`src/rtl/ctrl_pkg.sv`:
```
// Shared types and encodings for the multicycle RV32I control unit:
// FSM states, opcodes, ALU operations and datapath select codes.
package ctrl_pkg;

    typedef enum logic [3:0] {
        FETCH   = 4'd0,
        DECODE  = 4'd1,
        EXECUTE = 4'd2,
        MEM     = 4'd3,
        WB      = 4'd4,
        JUMP    = 4'd5,
        TRAP    = 4'd6
    } state_e;

    localparam logic [6:0] OP_R      = 7'b0110011;
    localparam logic [6:0] OP_IMM    = 7'b0010011;
    localparam logic [6:0] OP_LOAD   = 7'b0000011;
    localparam logic [6:0] OP_STORE  = 7'b0100011;
    localparam logic [6:0] OP_BRANCH = 7'b1100011;
    localparam logic [6:0] OP_JAL    = 7'b1101111;
    localparam logic [6:0] OP_JALR   = 7'b1100111;
    localparam logic [6:0] OP_LUI    = 7'b0110111;
    localparam logic [6:0] OP_AUIPC  = 7'b0010111;

    typedef enum logic [3:0] {
        ALU_ADD   = 4'd0,
        ALU_SUB   = 4'd1,
        ALU_AND   = 4'd2,
        ALU_OR    = 4'd3,
        ALU_XOR   = 4'd4,
        ALU_SLT   = 4'd5,
        ALU_SLTU  = 4'd6,
        ALU_SLL   = 4'd7,
        ALU_SRL   = 4'd8,
        ALU_SRA   = 4'd9,
        ALU_PASSB = 4'd10
    } alu_op_e;

    localparam logic [1:0] SRC_A_PC    = 2'd0;
    localparam logic [1:0] SRC_A_OLDPC = 2'd1;
    localparam logic [1:0] SRC_A_RS1   = 2'd2;
    localparam logic [1:0] SRC_A_ZERO  = 2'd3;

    localparam logic [1:0] SRC_B_RS2  = 2'd0;
    localparam logic [1:0] SRC_B_IMM  = 2'd1;
    localparam logic [1:0] SRC_B_FOUR = 2'd2;

    localparam logic [2:0] IMM_I = 3'd0;
    localparam logic [2:0] IMM_B = 3'd1;
    localparam logic [2:0] IMM_S = 3'd2;
    localparam logic [2:0] IMM_J = 3'd3;
    localparam logic [2:0] IMM_U = 3'd4;

    localparam logic [1:0] RES_ALUOUT = 2'd0;
    localparam logic [1:0] RES_MEM    = 2'd1;
    localparam logic [1:0] RES_ALU    = 2'd2;

    localparam logic ADR_PC     = 1'b0;
    localparam logic ADR_ALUOUT = 1'b1;
    localparam logic PC_ALU     = 1'b0;
    localparam logic PC_ALUOUT  = 1'b1;

    // Bit 30 selects sub only for register-register adds; shifts use it for sra/srai.
    function automatic alu_op_e alu_decode(logic [2:0] funct3, logic funct7, logic is_r);
        case (funct3)
            3'b000:  return (is_r && funct7) ? ALU_SUB : ALU_ADD;
            3'b001:  return ALU_SLL;
            3'b010:  return ALU_SLT;
            3'b011:  return ALU_SLTU;
            3'b100:  return ALU_XOR;
            3'b101:  return funct7 ? ALU_SRA : ALU_SRL;
            3'b110:  return ALU_OR;
            default: return ALU_AND;
        endcase
    endfunction

    function automatic logic [2:0] imm_type(logic [6:0] op);
        case (op)
            OP_BRANCH:        return IMM_B;
            OP_STORE:         return IMM_S;
            OP_JAL:           return IMM_J;
            OP_LUI, OP_AUIPC: return IMM_U;
            default:          return IMM_I;
        endcase
    endfunction

endpackage

```
`src/rtl/multicycle_control_if.sv`:
```
// Decoded-instruction, flag, memory-handshake and datapath-control bundle
// between the control unit (master) and the datapath/memory (slave).
interface multicycle_control_if #(
    parameter int ALU_CTRL_W = 4
);
    logic [6:0]            op_i;
    logic [2:0]            funct3_i;
    logic                  funct7_i;
    logic                  zero_i;
    logic                  lt_i;
    logic                  ltu_i;
    logic                  mem_ready_i;
    logic                  mem_req_o;
    logic                  mem_we_o;
    logic                  adr_src_o;
    logic                  ir_write_o;
    logic                  pc_write_o;
    logic                  pc_src_o;
    logic                  reg_write_o;
    logic [ALU_CTRL_W-1:0] alu_ctrl_o;
    logic [1:0]            alu_src_a_o;
    logic [1:0]            alu_src_b_o;
    logic [2:0]            imm_src_o;
    logic [1:0]            result_src_o;
    logic                  illegal_o;
    logic                  fault_o;
    logic [3:0]            state_o;

    modport master (
        input  op_i, funct3_i, funct7_i, zero_i, lt_i, ltu_i, mem_ready_i,
        output mem_req_o, mem_we_o, adr_src_o, ir_write_o, pc_write_o, pc_src_o,
               reg_write_o, alu_ctrl_o, alu_src_a_o, alu_src_b_o, imm_src_o,
               result_src_o, illegal_o, fault_o, state_o
    );

    modport slave (
        output op_i, funct3_i, funct7_i, zero_i, lt_i, ltu_i, mem_ready_i,
        input  mem_req_o, mem_we_o, adr_src_o, ir_write_o, pc_write_o, pc_src_o,
               reg_write_o, alu_ctrl_o, alu_src_a_o, alu_src_b_o, imm_src_o,
               result_src_o, illegal_o, fault_o, state_o
    );
endinterface

```
`src/rtl/branch_cond.sv`:
```
// Branch resolution: maps funct3 and ALU compare flags to taken/illegal.
module branch_cond (
    input  logic [2:0] funct3_i,
    input  logic       zero_i,
    input  logic       lt_i,
    input  logic       ltu_i,
    output logic       taken_o,
    output logic       illegal_o
);
    always_comb begin
        // NOTE: every output gets a default before the case so no path leaves it unassigned (no latch).
        taken_o   = 1'b0;
        illegal_o = 1'b0;
        case (funct3_i)
            3'b000:  taken_o = zero_i;
            3'b001:  taken_o = !zero_i;
            3'b100:  taken_o = lt_i;
            3'b101:  taken_o = !lt_i;
            3'b110:  taken_o = ltu_i;
            3'b111:  taken_o = !ltu_i;
            default: illegal_o = 1'b1;
        endcase
    end
endmodule

```
`src/rtl/multicycle_control.sv`:
```
// Multicycle RV32I control FSM: sequences fetch/decode/execute/memory/writeback
// over a shared datapath with one req/ready memory port and a timeout trap.
module multicycle_control
    import ctrl_pkg::*;
#(
    parameter int ALU_CTRL_W  = 4,
    parameter int MEM_TIMEOUT = 16
) (
    input  logic                 clk_i,
    input  logic                 rst_i,
    multicycle_control_if.master bus
);
    localparam bit TIMEOUT_EN = (MEM_TIMEOUT > 0);
    localparam int CNT_W      = (MEM_TIMEOUT > 1) ? $clog2(MEM_TIMEOUT) : 1;
    localparam logic [CNT_W-1:0] CNT_LIMIT = CNT_W'((MEM_TIMEOUT > 0) ? MEM_TIMEOUT - 1 : 0);

    state_e           state, state_next;
    logic [CNT_W-1:0] wait_cnt, wait_cnt_next;
    logic             illegal_q, fault_q;
    logic             set_illegal, set_fault;
    logic             br_taken, br_illegal, dec_illegal;
    logic             waiting, timeout_hit;

    alu_op_e    alu_op;
    logic       mem_req, mem_we, adr_src, ir_write, pc_write, pc_src, reg_write;
    logic [1:0] alu_src_a, alu_src_b, result_src;
    logic [2:0] imm_src;

    branch_cond u_branch_cond (
        .funct3_i  (bus.funct3_i),
        .zero_i    (bus.zero_i),
        .lt_i      (bus.lt_i),
        .ltu_i     (bus.ltu_i),
        .taken_o   (br_taken),
        .illegal_o (br_illegal)
    );

    // A wait cycle is one where an access is requested but not completed; the
    // last allowed wait cycle trips the trap unless ready arrives in it.
    assign waiting     = (state == FETCH || state == MEM) && !bus.mem_ready_i && !rst_i;
    assign timeout_hit = TIMEOUT_EN && waiting && (wait_cnt == CNT_LIMIT);

    always_comb begin
        wait_cnt_next = '0;
        if (TIMEOUT_EN && waiting && !timeout_hit)
            wait_cnt_next = wait_cnt + CNT_W'(1);
    end

    // For non-shift I-ALU ops bit 30 is immediate data, so it is not checked there.
    always_comb begin
        dec_illegal = 1'b0;
        case (bus.op_i)
            OP_R:      dec_illegal = bus.funct7_i && !(bus.funct3_i == 3'b000 || bus.funct3_i == 3'b101);
            OP_IMM:    dec_illegal = bus.funct7_i && (bus.funct3_i == 3'b001);
            OP_LOAD:   dec_illegal = (bus.funct3_i == 3'b011) || (bus.funct3_i[2:1] == 2'b11);
            OP_STORE:  dec_illegal = bus.funct3_i[2] || (bus.funct3_i == 3'b011);
            OP_BRANCH: dec_illegal = br_illegal;
            OP_JALR:   dec_illegal = (bus.funct3_i != 3'b000);
            OP_JAL, OP_LUI, OP_AUIPC: dec_illegal = 1'b0;
            default:   dec_illegal = 1'b1;
        endcase
    end

    always_comb begin
        state_next  = state;
        set_illegal = 1'b0;
        set_fault   = 1'b0;
        mem_req     = 1'b0;
        mem_we      = 1'b0;
        adr_src     = ADR_PC;
        ir_write    = 1'b0;
        pc_write    = 1'b0;
        pc_src      = PC_ALU;
        reg_write   = 1'b0;
        alu_op      = ALU_ADD;
        alu_src_a   = SRC_A_PC;
        alu_src_b   = SRC_B_RS2;
        imm_src     = IMM_I;
        result_src  = RES_ALUOUT;

        case (state)
            FETCH: begin
                mem_req   = 1'b1;
                alu_src_b = SRC_B_FOUR;
                if (timeout_hit) begin
                    mem_req    = 1'b0;
                    set_fault  = 1'b1;
                    state_next = TRAP;
                end else if (bus.mem_ready_i) begin
                    ir_write   = 1'b1;
                    pc_write   = 1'b1;
                    state_next = DECODE;
                end
            end

            DECODE: begin
                alu_src_a = SRC_A_OLDPC;
                alu_src_b = SRC_B_IMM;
                imm_src   = imm_type(bus.op_i);
                if (dec_illegal) begin
                    set_illegal = 1'b1;
                    state_next  = TRAP;
                end else begin
                    state_next = EXECUTE;
                end
            end

            EXECUTE: begin
                case (bus.op_i)
                    OP_R: begin
                        alu_src_a  = SRC_A_RS1;
                        alu_op     = alu_decode(bus.funct3_i, bus.funct7_i, 1'b1);
                        state_next = WB;
                    end
                    OP_IMM: begin
                        alu_src_a  = SRC_A_RS1;
                        alu_src_b  = SRC_B_IMM;
                        alu_op     = alu_decode(bus.funct3_i, bus.funct7_i, 1'b0);
                        state_next = WB;
                    end
                    OP_LUI: begin
                        alu_src_b  = SRC_B_IMM;
                        imm_src    = IMM_U;
                        alu_op     = ALU_PASSB;
                        state_next = WB;
                    end
                    OP_AUIPC: begin
                        alu_src_a  = SRC_A_OLDPC;
                        alu_src_b  = SRC_B_IMM;
                        imm_src    = IMM_U;
                        state_next = WB;
                    end
                    OP_LOAD, OP_STORE: begin
                        alu_src_a  = SRC_A_RS1;
                        alu_src_b  = SRC_B_IMM;
                        imm_src    = (bus.op_i == OP_STORE) ? IMM_S : IMM_I;
                        state_next = MEM;
                    end
                    OP_BRANCH: begin
                        alu_src_a  = SRC_A_RS1;
                        alu_op     = ALU_SUB;
                        pc_src     = PC_ALUOUT;
                        pc_write   = br_taken;
                        state_next = FETCH;
                    end
                    OP_JAL: begin
                        alu_src_a  = SRC_A_OLDPC;
                        alu_src_b  = SRC_B_FOUR;
                        result_src = RES_ALU;
                        reg_write  = 1'b1;
                        pc_src     = PC_ALUOUT;
                        pc_write   = 1'b1;
                        state_next = FETCH;
                    end
                    OP_JALR: begin
                        alu_src_a  = SRC_A_RS1;
                        alu_src_b  = SRC_B_IMM;
                        state_next = JUMP;
                    end
                    default: begin
                        set_illegal = 1'b1;
                        state_next  = TRAP;
                    end
                endcase
            end

            JUMP: begin
                alu_src_a  = SRC_A_OLDPC;
                alu_src_b  = SRC_B_FOUR;
                result_src = RES_ALU;
                reg_write  = 1'b1;
                pc_src     = PC_ALUOUT;
                pc_write   = 1'b1;
                state_next = FETCH;
            end

            MEM: begin
                mem_req = 1'b1;
                adr_src = ADR_ALUOUT;
                mem_we  = (bus.op_i == OP_STORE);
                if (timeout_hit) begin
                    mem_req    = 1'b0;
                    mem_we     = 1'b0;
                    set_fault  = 1'b1;
                    state_next = TRAP;
                end else if (bus.mem_ready_i) begin
                    state_next = (bus.op_i == OP_STORE) ? FETCH : WB;
                end
            end

            WB: begin
                reg_write  = 1'b1;
                result_src = (bus.op_i == OP_LOAD) ? RES_MEM : RES_ALUOUT;
                state_next = FETCH;
            end

            TRAP: state_next = TRAP;

            default: state_next = FETCH;
        endcase

        // Reset abandons any in-flight access without a write.
        if (rst_i) begin
            mem_req     = 1'b0;
            mem_we      = 1'b0;
            ir_write    = 1'b0;
            pc_write    = 1'b0;
            reg_write   = 1'b0;
            set_illegal = 1'b0;
            set_fault   = 1'b0;
            state_next  = FETCH;
        end
    end

    always_ff @(posedge clk_i) begin
        // NOTE: non-blocking assignments so every register samples pre-edge values.
        if (rst_i) begin
            state     <= FETCH;
            wait_cnt  <= '0;
            illegal_q <= 1'b0;
            fault_q   <= 1'b0;
        end else begin
            state    <= state_next;
            wait_cnt <= wait_cnt_next;
            if (set_illegal) illegal_q <= 1'b1;
            if (set_fault)   fault_q   <= 1'b1;
        end
    end

    assign bus.mem_req_o    = mem_req;
    assign bus.mem_we_o     = mem_we;
    assign bus.adr_src_o    = adr_src;
    assign bus.ir_write_o   = ir_write;
    assign bus.pc_write_o   = pc_write;
    assign bus.pc_src_o     = pc_src;
    assign bus.reg_write_o  = reg_write;
    assign bus.alu_ctrl_o   = ALU_CTRL_W'(alu_op);
    assign bus.alu_src_a_o  = alu_src_a;
    assign bus.alu_src_b_o  = alu_src_b;
    assign bus.imm_src_o    = imm_src;
    assign bus.result_src_o = result_src;
    assign bus.illegal_o    = illegal_q;
    assign bus.fault_o      = fault_q;
    assign bus.state_o      = state;

endmodule

```
`src/flat_wrapper.sv`:
```
// flat-port wrapper written by rule: the top's interface ports become plain ports
module multicycle_control_flat import ctrl_pkg::*;
#(
    parameter int ALU_CTRL_W  = 4,
    parameter int MEM_TIMEOUT = 16
)
  (clk_i, rst_i, bus_op_i, bus_funct3_i, bus_funct7_i, bus_zero_i, bus_lt_i, bus_ltu_i, bus_mem_ready_i, bus_mem_req_o, bus_mem_we_o, bus_adr_src_o, bus_ir_write_o, bus_pc_write_o, bus_pc_src_o, bus_reg_write_o, bus_alu_ctrl_o, bus_alu_src_a_o, bus_alu_src_b_o, bus_imm_src_o, bus_result_src_o, bus_illegal_o, bus_fault_o, bus_state_o);
  multicycle_control_if #(.ALU_CTRL_W(ALU_CTRL_W)) bus_i ();
  input  logic clk_i;
  input  logic rst_i;
  input wire logic [$bits(bus_i.op_i)-1:0] bus_op_i;
  input wire logic [$bits(bus_i.funct3_i)-1:0] bus_funct3_i;
  input wire logic [$bits(bus_i.funct7_i)-1:0] bus_funct7_i;
  input wire logic [$bits(bus_i.zero_i)-1:0] bus_zero_i;
  input wire logic [$bits(bus_i.lt_i)-1:0] bus_lt_i;
  input wire logic [$bits(bus_i.ltu_i)-1:0] bus_ltu_i;
  input wire logic [$bits(bus_i.mem_ready_i)-1:0] bus_mem_ready_i;
  output wire logic [$bits(bus_i.mem_req_o)-1:0] bus_mem_req_o;
  output wire logic [$bits(bus_i.mem_we_o)-1:0] bus_mem_we_o;
  output wire logic [$bits(bus_i.adr_src_o)-1:0] bus_adr_src_o;
  output wire logic [$bits(bus_i.ir_write_o)-1:0] bus_ir_write_o;
  output wire logic [$bits(bus_i.pc_write_o)-1:0] bus_pc_write_o;
  output wire logic [$bits(bus_i.pc_src_o)-1:0] bus_pc_src_o;
  output wire logic [$bits(bus_i.reg_write_o)-1:0] bus_reg_write_o;
  output wire logic [$bits(bus_i.alu_ctrl_o)-1:0] bus_alu_ctrl_o;
  output wire logic [$bits(bus_i.alu_src_a_o)-1:0] bus_alu_src_a_o;
  output wire logic [$bits(bus_i.alu_src_b_o)-1:0] bus_alu_src_b_o;
  output wire logic [$bits(bus_i.imm_src_o)-1:0] bus_imm_src_o;
  output wire logic [$bits(bus_i.result_src_o)-1:0] bus_result_src_o;
  output wire logic [$bits(bus_i.illegal_o)-1:0] bus_illegal_o;
  output wire logic [$bits(bus_i.fault_o)-1:0] bus_fault_o;
  output wire logic [$bits(bus_i.state_o)-1:0] bus_state_o;
  assign bus_i.op_i = bus_op_i;
  assign bus_i.funct3_i = bus_funct3_i;
  assign bus_i.funct7_i = bus_funct7_i;
  assign bus_i.zero_i = bus_zero_i;
  assign bus_i.lt_i = bus_lt_i;
  assign bus_i.ltu_i = bus_ltu_i;
  assign bus_i.mem_ready_i = bus_mem_ready_i;
  assign bus_mem_req_o = bus_i.mem_req_o;
  assign bus_mem_we_o = bus_i.mem_we_o;
  assign bus_adr_src_o = bus_i.adr_src_o;
  assign bus_ir_write_o = bus_i.ir_write_o;
  assign bus_pc_write_o = bus_i.pc_write_o;
  assign bus_pc_src_o = bus_i.pc_src_o;
  assign bus_reg_write_o = bus_i.reg_write_o;
  assign bus_alu_ctrl_o = bus_i.alu_ctrl_o;
  assign bus_alu_src_a_o = bus_i.alu_src_a_o;
  assign bus_alu_src_b_o = bus_i.alu_src_b_o;
  assign bus_imm_src_o = bus_i.imm_src_o;
  assign bus_result_src_o = bus_i.result_src_o;
  assign bus_illegal_o = bus_i.illegal_o;
  assign bus_fault_o = bus_i.fault_o;
  assign bus_state_o = bus_i.state_o;
  multicycle_control #(.ALU_CTRL_W(ALU_CTRL_W), .MEM_TIMEOUT(MEM_TIMEOUT)) u_core (.clk_i(clk_i), .rst_i(rst_i), .bus(bus_i));
endmodule
```
`config.mk`:
```
export PLATFORM = sky130hd
export DESIGN_NAME = multicycle_control_flat
export DESIGN_NICKNAME = d
export VERILOG_FILES = /design/src/rtl/ctrl_pkg.sv /design/src/rtl/multicycle_control_if.sv /design/src/rtl/branch_cond.sv /design/src/rtl/multicycle_control.sv /design/src/flat_wrapper.sv
export SDC_FILE = /design/constraint.sdc
export NUM_CORES = 1
export LEC_CHECK = 0
export CAP_MARGIN = 20
export CELL_PAD_IN_SITES_DETAIL_PLACEMENT = 2
export CELL_PAD_IN_SITES_GLOBAL_PLACEMENT = 2
export CORE_AREA = 3 3 70 72
export CTS_BUF_LIST = sky130_fd_sc_hd__clkbuf_8
export DETAILED_ROUTE_END_ITERATION = 8
export DIE_AREA = 0 0 73 75
export PLACE_DENSITY_LB_ADDON = 0.08
export SLEW_MARGIN = 20
export SYNTH_ARGS = -nofsm -noshare
export SYNTH_HDL_FRONTEND = slang
export SYNTH_HIERARCHICAL = 1
export SYNTH_SLANG_ARGS = --single-unit
export TNS_END_PERCENT = 10
```
`constraint.sdc`:
```
create_clock -name clk_i -period 3.4 [get_ports clk_i]
set_input_delay 0.68 -clock clk_i [delete_from_list [all_inputs] [get_ports clk_i]]
set_output_delay 0.68 -clock clk_i [all_outputs]
set_load 0.1 [all_outputs]
```
==> reports/qor.txt <==
IO Pins - 43
Period utilisation layout - 94.4%
Initial antenna violation count - 0
Max-slew violations - 0
Worst reg2reg path depth - 4
Switching power - 0.775 mW
Post-Route WL - 4370 µm
Diode count - 0
Min-delay src - u_core/bus.fault_o$_SDFFE_PP0P_
Lkg Pwr - 0.710 nW
Synth Flop Type - dfxtp_1
RSZ-0062 raised after global routing - no
Critical setup path kind - in -> out
Row count - 24
Area Overhead vs Synth - 71.8%
CP endpoint kind - output port
CTS Buffer Depth - 2
CP Max Fanout - 7
Ranking of synthesized cells by area - dfxtp_1 (17%), nand2_1 (7.0%), a21oi_1 (6.1%), o21ai_0 (5.2%), nor3_1 (4.2%)
Core area - 0.00435 mm²
Clk sinks - 9
CP Launch Type - input pin
Hold Path Class - reg -> reg
Max-cap viol count - 0
Setup violators final - 0
F_max - 312 MHz
PortBufs - 41
WP data required - 2.72 ns
Async SR Flop Fraction - 0%
Postcts setup bufs - 0
Post-route insts no fill - 250
DR pass1 iterations - 4
Worst vdd ir - 0.425 mV
Seq/Total Area, Yosys - 16.9%
Detail Placement HPWL - 3450 µm
PD cells - 698 mW/mm²
CTS H-tree lvls - 1
Via count of the routed design - 1,306
Most frequent cells in the layout - nand2_1 (20), buf_12 (19), clkdlybuf4s50_1 (15), buf_4 (15), a21oi_1 (13)
Die H - 75 µm
FILL cells - 493
CP Data Arrival Time - 2.53 ns
Global route overflow - 0
Post-synthesis cell type count - 49
Syn avg cell area - 6.92 µm²
Hold EP - u_core/bus.fault_o$_SDFFE_PP0P_
DRT iter0 DRCs - 89
Switching power share of the total - 60.6%
Cell count of the worst hold path - 2
WL per Instance - 17.5 µm
Cell taking the most area after synthesis - dfxtp_1
Internal Power - 0.504 mW
Period minus WS final - 3.21 ns
TNS Setup - 0 ns
Most common cell after layout, fill and taps aside - nand2_1
Status - finished, final reports clean
Worst slack, placed - 0.109 ns
Die X - 73 µm
Final Util - 42.1%
WHS - 0.508 ns
RR Endpoint - u_core/bus.state_o[0]$_SDFFE_PP0P_
Clk pin slew, worst setup/hold paths - 0.04 ns
Worst R2R Setup Slack - 1.25 ns
Actual slew at the worst max-slew pin - 0.741 ns
Total Nets Final - 217
Number of global-route vias before repair - 1,426
Seq pwr share - 13.6%
Final Skew - 0.000762 ns
Synth Register Bits - 9
Synth warnings - 6
Root buf cell - clkbuf_8
Post-Syn Instances - 154
Final setup margin - 0.190 ns
Clock power frac - 9.2%
Worst r2r src - u_core/bus.state_o[0]$_SDFFE_PP0P_
Synth top area share - 16.9%
Cts hold-fix bufs - 0
Remaining routing DRC violations - 0
Worst-skew pair later-pin latency - 0.23 ns
TritonCTS clock tree - done
First-pass GRT wire length - 7270 µm
Resized cells post-CTS - 0
DP Cell Count - 246
Global-route usage over all layers - 16.7%
RD Place Congestion - 0.798
Syn Nets - 172
Final ANT Viol Nets - 0
Share of cells above drive strength 1 - 28.3%
Hold Vio Cnt, Final - 0
Total CTS buffers - 3
Vias/cell - 5.22
Die area - 0.00548 mm²
Initial core utilization - 24.5%
Largest net degree at the start of global routing - 17
Slew headroom - 50.4%
Post-Syn Area - 0.00107 mm²
EDFF count, synth - 0
Comb power frac - 77.2%
==> synth_stat cells (3+ instances only) <==
library cell and n:
nor2_1 11, a21oi_1 13, nor3_1 9, or2_2 3, nor2b_1 7, nand2_1 20
o21ai_0 11, inv_1 6, dfxtp_1 9, nand2b_1 3, clkbuf_1 5, xnor2_1 3
o22ai_1 6, nand3_1 3
==> flip-flops by register name, summed over array words and instances, names as in the netlist <==
| register | cells |
|---|---|
| u_core/bus.state_o | 3 |
| u_core/bus.fault_o | 1 |
| u_core/wait_cnt | 4 |
| u_core/bus.illegal_o | 1 |
==> layer usage <==
metal / part of all wire [%] / global-route usage (%)
met1: 45 / 22.2
met2: 52 / 30.1
met3: 3.2 / 1.34
met4: 0 / 2.46
met5: 0 / 0
==> layout make-up <==
cell class	instances	area, µm²	share of cell area (%)
clock buffer	3	41.3	2.25
sequential	9	180	9.84
inverter	6	22.5	1.23
timing repair buffer	50	656	35.8
clock inverter	1	3.75	0.205
tap	52	65.1	3.55
multi-input combinational	129	863	47.1
==> critical path, stage by stage <==
cell and delay (ns):
clkdlybuf4s50_1 0.54, nand3b_4 0.26, nor3_1 0.21, buf_4 0.18
a21oi_1 0.05, o22a_1 0.21, nor2_1 0.18, buf_12 0.21
==> worst max-delay path by stage <==
stage | cells past startpoint | to | from
after floorplan | 5 | bus_alu_ctrl_o[3] | u_core/bus.state_o[1]$_SDFFE_PP0P_
after global placement | 8 | bus_imm_src_o[1] | bus_op_i[6]
after detailed placement | 8 | bus_imm_src_o[1] | bus_op_i[6]
after CTS | 8 | bus_imm_src_o[1] | bus_op_i[6]
after global routing | 8 | bus_imm_src_o[1] | bus_op_i[4]
final | 8 | bus_imm_src_o[1] | bus_op_i[4]
==> logic make-up after synthesis <==
group           share of synthesized area [%]
simple gates                             40.6
compound gates                           29.1
buf+inv                                  6.69
flops                                    16.9
xor+xnor                                 3.29
mux                                      1.88
fa+ha+maj                                1.17
other cells                             0.352
==> through the flow <==
step	power [mW]	cell area (µm²)
after floorplan	0.839	1110
after global placement	1.14	1780
after detailed placement	1.16	1780
after CTS	1.29	1830
after global routing	1.34	1830
final	1.28	1830
==> power groups by stage <==
stage | Clock [mW] | Sequential, mW | Combinational [mW]
4_1_cts | 0.121 | 0.176 | 0.993
3_5_place_dp | 0 | 0.177 | 0.983
5_1_grt | 0.131 | 0.180 | 1.03
2_1_floorplan | 0 | 0.289 | 0.551
6_report | 0.117 | 0.174 | 0.987
3_3_place_gp | 0 | 0.174 | 0.968
Power figures use the tool's default switching activity.
